### src/rtl/dds_bus_responder.sv
// DDS bus responder: slave side of an asynchronous parallel DDS register bus.
// Bus pins are resynchronised into the clock domain. Writes land in a 64-word
// buffer bank, and a rising edge on dds_FUD copies that bank into the active bank.
// Reads return words from the active bank.
//
// Ports:
//   clock, reset      responder clock; asynchronous active-high reset
//   dds_addr          bus byte address (word index = addr[6:1])
//   dds_data_I        bus write data
//   dds_data_O        bus read data, registered
//   dds_data_T        0 = drive dds_data_O, 1 = high-Z
//   dds_control       {dds_reset, r_strobe_n, w_strobe_n}
//   dds_cs_n          board select, active low
//   dds_FUD           IO update; rising edge loads the active bank
//   ftw, ptw, asf     active-bank words at byte addresses 0x2F/0x2D, 0x31, 0x33
//   update_pulse      one-clock pulse when the active bank is loaded
//   proto_err         sticky: both strobes seen low while selected
//   wr_count          saturating count of accepted writes
module dds_bus_responder #(
  parameter int unsigned U_DDS_DATA_WIDTH = 16,
  parameter int unsigned U_DDS_ADDR_WIDTH = 7,
  parameter int unsigned U_DDS_CTRL_WIDTH = 3
) (
  input  logic                          clock,
  input  logic                          reset,
  input  logic [U_DDS_ADDR_WIDTH-1:0]   dds_addr,
  input  logic [U_DDS_DATA_WIDTH-1:0]   dds_data_I,
  output logic [U_DDS_DATA_WIDTH-1:0]   dds_data_O,
  output logic                          dds_data_T,
  input  logic [U_DDS_CTRL_WIDTH-1:0]   dds_control,
  input  logic                          dds_cs_n,
  input  logic                          dds_FUD,
  output logic [2*U_DDS_DATA_WIDTH-1:0] ftw,
  output logic [U_DDS_DATA_WIDTH-1:0]   ptw,
  output logic [U_DDS_DATA_WIDTH-1:0]   asf,
  output logic                          update_pulse,
  output logic                          proto_err,
  output logic [U_DDS_DATA_WIDTH-1:0]   wr_count
);

  localparam int unsigned IdxW  = U_DDS_ADDR_WIDTH - 1;
  localparam int unsigned Depth = 1 << IdxW;
  // Word indices of the tuning words (byte address >> 1).
  localparam int unsigned FtwHiIdx = 23;  // 0x2F
  localparam int unsigned FtwLoIdx = 22;  // 0x2D
  localparam int unsigned PtwIdx   = 24;  // 0x31
  localparam int unsigned AsfIdx   = 25;  // 0x33
  // Idle bus: dds_reset low, both strobes high.
  localparam logic [U_DDS_CTRL_WIDTH-1:0] CtrlIdle = U_DDS_CTRL_WIDTH'(3'b011);

  typedef enum logic [1:0] {StIdle, StWrite, StRead, StRst} state_e;

  // Reset asserts asynchronously and releases two clocks later. Because the
  // synchronisers preload idle levels, the release cannot look like a bus edge.
  logic [1:0] rst_sync_q;
  logic       rst_core;

  always_ff @(posedge clock or posedge reset) begin
    if (reset) rst_sync_q <= 2'b11;
    else       rst_sync_q <= {rst_sync_q[0], 1'b0};
  end
  assign rst_core = rst_sync_q[1];

  // Two-flop synchronisers. Address bit 0 selects a byte lane that this bus does not use.
  logic [IdxW-1:0]             addr_m, s_addr;
  logic [U_DDS_DATA_WIDTH-1:0] data_m, s_data;
  logic [U_DDS_CTRL_WIDTH-1:0] ctrl_m, s_ctrl;
  logic                        cs_m, s_cs_n, fud_m, s_fud;
  logic                        w_prev, fud_prev;
  logic                        unused_addr_lsb;

  assign unused_addr_lsb = dds_addr[0];

  always_ff @(posedge clock or posedge rst_core) begin
    if (rst_core) begin
      addr_m   <= '0;
      s_addr   <= '0;
      data_m   <= '0;
      s_data   <= '0;
      ctrl_m   <= CtrlIdle;
      s_ctrl   <= CtrlIdle;
      cs_m     <= 1'b1;
      s_cs_n   <= 1'b1;
      fud_m    <= 1'b0;
      s_fud    <= 1'b0;
      w_prev   <= 1'b1;
      fud_prev <= 1'b0;
    end else begin
      addr_m   <= dds_addr[U_DDS_ADDR_WIDTH-1:1];
      s_addr   <= addr_m;
      data_m   <= dds_data_I;
      s_data   <= data_m;
      ctrl_m   <= dds_control;
      s_ctrl   <= ctrl_m;
      cs_m     <= dds_cs_n;
      s_cs_n   <= cs_m;
      fud_m    <= dds_FUD;
      s_fud    <= fud_m;
      w_prev   <= s_ctrl[0];
      fud_prev <= s_fud;
    end
  end

  state_e state_q;
  logic   s_dds_reset, s_r_strobe_n, s_w_strobe_n;
  logic   rst_req, both_low, wr_en, rd_start, copy;

  assign s_dds_reset  = s_ctrl[2];
  assign s_r_strobe_n = s_ctrl[1];
  assign s_w_strobe_n = s_ctrl[0];

  assign rst_req  = s_dds_reset & ~s_cs_n;
  assign both_low = ~s_r_strobe_n & ~s_w_strobe_n & ~s_cs_n;
  assign wr_en    = (state_q == StIdle) & ~rst_req & ~s_cs_n & s_r_strobe_n &
                    w_prev & ~s_w_strobe_n;
  assign rd_start = (state_q == StIdle) & ~rst_req & ~s_cs_n & s_w_strobe_n &
                    ~s_r_strobe_n;
  // A FUD edge is dropped while the banks are held in reset.
  assign copy     = s_fud & ~fud_prev & ~rst_req & (state_q != StRst);

  // Register banks. The active bank copies the post-write buffer, so a write
  // and a FUD edge on the same clock both take effect.
  logic [U_DDS_DATA_WIDTH-1:0] buffer_q [Depth];
  logic [U_DDS_DATA_WIDTH-1:0] buffer_d [Depth];
  logic [U_DDS_DATA_WIDTH-1:0] active_q [Depth];

  always_comb begin
    for (int i = 0; i < int'(Depth); i++) buffer_d[i] = buffer_q[i];
    if (wr_en) buffer_d[s_addr] = s_data;
  end

  always_ff @(posedge clock or posedge rst_core) begin
    if (rst_core) begin
      for (int i = 0; i < int'(Depth); i++) begin
        buffer_q[i] <= '0;
        active_q[i] <= '0;
      end
    end else if (state_q == StRst) begin
      for (int i = 0; i < int'(Depth); i++) begin
        buffer_q[i] <= '0;
        active_q[i] <= '0;
      end
    end else begin
      for (int i = 0; i < int'(Depth); i++) begin
        buffer_q[i] <= buffer_d[i];
        if (copy) active_q[i] <= buffer_d[i];
      end
    end
  end

  // Bus FSM. All bus-facing outputs are registered.
  always_ff @(posedge clock or posedge rst_core) begin
    if (rst_core) begin
      state_q      <= StIdle;
      dds_data_O   <= '0;
      dds_data_T   <= 1'b1;
      proto_err    <= 1'b0;
      wr_count     <= '0;
      update_pulse <= 1'b0;
    end else begin
      update_pulse <= copy;
      dds_data_T   <= 1'b1;
      dds_data_O   <= '0;
      if (rst_req) begin
        state_q <= StRst;
      end else if (both_low) begin
        proto_err <= 1'b1;
        state_q   <= StIdle;
      end else begin
        unique case (state_q)
          StIdle: begin
            if (wr_en) begin
              state_q <= StWrite;
              if (wr_count != '1) wr_count <= wr_count + 1'b1;
            end else if (rd_start) begin
              state_q    <= StRead;
              dds_data_T <= 1'b0;
              dds_data_O <= active_q[s_addr];
            end
          end
          // Deselect does not end a write; only the strobe release does.
          StWrite: if (s_w_strobe_n) state_q <= StIdle;
          StRead: begin
            if (s_r_strobe_n || s_cs_n) begin
              state_q <= StIdle;
            end else begin
              dds_data_T <= 1'b0;
              dds_data_O <= active_q[s_addr];
            end
          end
          StRst: if (!s_dds_reset) state_q <= StIdle;
          default: state_q <= StIdle;
        endcase
      end
      if (state_q == StRst) begin
        wr_count  <= '0;
        proto_err <= 1'b0;
      end
    end
  end

  assign ftw = {active_q[FtwHiIdx], active_q[FtwLoIdx]};
  assign ptw = active_q[PtwIdx];
  assign asf = active_q[AsfIdx];

endmodule
### config.mk
export PLATFORM = sky130hd
export DESIGN_NAME = dds_bus_responder
export DESIGN_NICKNAME = d
export VERILOG_FILES = /design/src/rtl/dds_bus_responder.sv
export SDC_FILE = /design/constraint.sdc
export NUM_CORES = 2
export LEC_CHECK = 0
export ABC_AREA = 1
export ABC_CLOCK_PERIOD_IN_PS = 99200
export BUFFER_PORTS_ARGS = -buffer_cell sky130_fd_sc_hd__buf_2
export CORE_MARGIN = 2
export CORE_UTILIZATION = 53
export DETAILED_ROUTE_END_ITERATION = 12
export GPL_TIMING_DRIVEN = 0
export PLACE_DENSITY = 0.69
export SYNTH_ARGS = -nofsm -noshare
export SYNTH_HDL_FRONTEND = slang
export SYNTH_SLANG_ARGS = --single-unit
### constraint.sdc
create_clock -name clock -period 99.2 [get_ports clock]
set_clock_uncertainty 0.2 [all_clocks]
set_input_delay 4.96 -clock clock [delete_from_list [all_inputs] [get_ports clock]]
set_output_delay 4.96 -clock clock [all_outputs]
set_load 0.1 [all_outputs]
==> results by group <==
Yosys
  • Post-Syn Instances: around 12000
  • #FFs+latches synth: about 2100
  • Syn Area/Cell: between 7 and 8 um2
  • Ys async rst share: 1.00
  • Synth warnings: 0
  • Commonest register cell after synthesis: dfrtp_1
  • Mapped cell area: around 0.095 mm2
  • Synth Net Count: between 10000 and 15000
  • Sequential share of the synthesized area: 0.565
  • Yosys cell types: 33
  • Number of synthesized flops with an enable pin: 0

Global routing
  • Vias in the first global route: a little over 80000
  • GRT Residual Overflow: 0
  • Largest net degree at the start of global routing: between 100 and 150
  • All-layer global routing usage: 0.480
  • First-pass GRT wire length: between 600 and 700 mm
  • Initial antenna violation count: 44

Run status
  • Failing checks: max-capacitance violations, max-slew violations
  • Status: finished, violations left

Worst hold path
  • Worst Hold Class: reg -> async

Floorplanning
  • Die area: 0.182 mm2
  • Die X: ~430 um
  • Row count: roughly 160
  • Die height: 427 um
  • Core ar.: 0.178 mm2
  • Initial Utilization: 0.533
  • Ports: ~130

STA
  • RSZ-0062 raised after global routing: no
  • Worst-margin pin slew: ~1.8 ns
  • Fin Hold WS: ~0.12 ns
  • Final setup fails: 0
  • Max_slew headroom: -0.182
  • Final Hold Vio Count: 0
  • Highest Clock Rate: ~0.14 GHz
  • Tcrit/Tclk final: 0.0729
  • Tmin final: about 7.2 ns
  • Setup ws final: a little over 90 ns
  • Total negative slack: 0 ns
  • Final Max Tran Viols: slightly below 200

Finish
  • Storage element area: ~0.054 mm2
  • Most common cell after layout, fill and taps aside: nand2_1
  • Most frequent cells in the layout: nand2_1 (8058), dfrtp_1 (2133), a21oi_1 (1044)
  • Multi-input logic area: about 0.037 mm2
  • Post-Layout Cell Count: about 15000
  • P&R area growth vs syn: 12.7%
  • Nets@finish: 12800
  • Layout cell share with drive strength beyond 1: 0.0842
  • Final core occ: 0.600
  • Layout fillers: 16200

Setup path
  • Startpoint Class: flip-flop
  • Reg2Reg Depth: 13
  • Worst r2r src: state_q[0]
  • WS Path Type: reg -> out
  • Crit path max-delay family: buffers and inverters
  • Slowest cell on crit path: dfrtp_1
  • Crit Path Max Fanout: 3
  • End of the worst register-to-register path: active_q[229]
  • CP bufs+invs: 2
  • Setup crit end kind: output port
  • Worst-path cell chain: buf_4 > buf_2
  • Reg2Reg Setup Slack: roughly 94 ns
  • Crit path largest cell delay: a little under 0.6 ns
  • Worst Path Arrival: roughly 2.1 ns
  • CP Data Required Time: between 90 and 100 ns

Clock network
  • PostCTS Resize Cnt: 0
  • CTS sink cnt: roughly 2100
  • Cts hold-fix bufs: 0
  • CTS tree: built
  • Worst skew pair latency: roughly 0.93 ns
  • Root Buffer: clkbuf_16
  • Clk slew on worst S/H paths: 0.06 ns
  • Longest Clk Path Bufs: 3
  • Post-CTS Setup Repair Bufs: 0
  • # H-tree levels: 4
  • CTS Buf Count: around 220

Power
  • PwrDens: approximately 19 mW/mm2
  • Peak supply drop: between 0.015 and 0.02 mV
  • P_leak: 56.6 nW

Job
  • Max_cap viols: 20

Detailed routing
  • Initial detailed-routing violation count: 14000
  • Vias post-DR: slightly above 90000
  • Routed WL: ~440 mm
  • # DRC: 0
  • Antenna viol nets, final: 0
  • Vias per inst: just under 6
  • TritonRoute pass-1 iters: 10
  • Routed len/inst: 28.7 um

Placement
  • PortBufs: approximately 130
  • Inst Count DP: 14900
  • Gpl congestion: 1.06
  • Post-Place Setup Slack: 92.90 ns
  • Post-DP HPWL: between 200 and 300 mm
==> through the flow <==
step	area (um2)	power, W
2_1_floorplan	94900	0.00105
3_3_place_gp	98500	0.00116
3_5_place_dp	99200	0.00116
5_1_grt	107000	0.00208
4_1_cts	107000	0.00203
6_report	107000	0.00205
==> cells in the mapped netlist, types with 3 or more instances <==
cell type / number / area share
dfrtp_1: 2133 / 0.56
nor3_1: 6 / 0.00032
buf_2: 317 / 0.017
nor2_4: 5 / 0.00059
nand2_1: 8058 / 0.32
nand3_2: 16 / 0.0017
inv_2: 6 / 0.00024
ha_1: 5 / 0.00066
o31ai_1: 9 / 0.00071
nor2_8: 8 / 0.0017
a21oi_1: 1044 / 0.055
xor2_1: 10 / 0.00092
buf_4: 107 / 0.0085
nand3_1: 14 / 0.00074
buf_1: 57 / 0.0023
nand3b_1: 3 / 0.00024
nor2_1: 52 / 0.0021
clkbuf_1: 369 / 0.015
inv_1: 60 / 0.0024
nor2_2: 67 / 0.0044
dfstp_2: 10 / 0.0028
o21ai_0: 30 / 0.0016
==> where the power goes <==
group / internal [W] / switching [W] / total (W)
clock: 0.000501 / 0.000381 / 0.000882
combinational: 0.0000349 / 0.000244 / 0.000278
sequential: 0.000881 / 0.00000461 / 0.000886
==> layer usage <==
metal / up-vias / part of all wire / global-route usage
li1: 38700 / - / -
met1: 43600 / 0.37 / 0.622
met2: 6423 / 0.41 / 0.662
met4: 55 / 0.090 / 0.358
met5: - / 0.0012 / 0.00344
met3: 1704 / 0.13 / 0.168
==> state kept, by name, indices dropped and copies added, names as in the netlist, 2 cells and up <==
signal and count:
s_addr 6, wr_count 16, data_m 16, buffer_q 1024, addr_m 6, state_q 2, asf 16, active_q 960
s_data 16, ftw 32, dds_data_O 16, rst_sync_q 2, ctrl_m 3, s_ctrl 3, ptw 16
==> cell type report <==
| class | instances | area share |
|---|---|---|
| inverter | 68 | 0.00248 |
| antenna | 33 | 0.000772 |
| multi-input combinational | 9337 | 0.346 |
| buffer | 851 | 0.0377 |
| clock inverter | 100 | 0.0111 |
| clock buffer | 315 | 0.0597 |
| timing repair buffer | 156 | 0.0126 |
| tap | 2355 | 0.0276 |
| sequential | 2143 | 0.502 |
==> how the worst max path moves through the flow <==
stage | start | depth (start not counted) | slack (ns) | endpoint
2_1_floorplan | rst_sync_q[1] | 1 | 38.45 | active_q[0]
3_3_place_gp | rst_sync_q[1] | 1 | 15.76 | wr_count[4]
3_5_place_dp | ftw[13] | 2 | 92.90 | ftw[13]
4_1_cts | ftw[13] | 2 | 91.95 | ftw[13]
5_1_grt | ftw[13] | 2 | 91.97 | ftw[13]
6_report | ftw[13] | 2 | 91.97 | ftw[13]
==> logic make-up (layout without fill, tap and decap cells) <==
logic type | Yosys count | in the layout | synth area share
XOR/XNOR | 11 | 11 | 0.00101
flip-flops | 2143 | 2143 | 0.565
adder cells (fa/ha/maj) | 5 | 5 | 0.000659
other | 1 | 34 | 0.0000395
AO/OA/AOI/OAI | 1087 | 1087 | 0.0576
buffers and inverters | 919 | 1490 | 0.0449
AND/OR/NAND/NOR | 8233 | 8233 | 0.331
(Power assumes the default switching activity.)
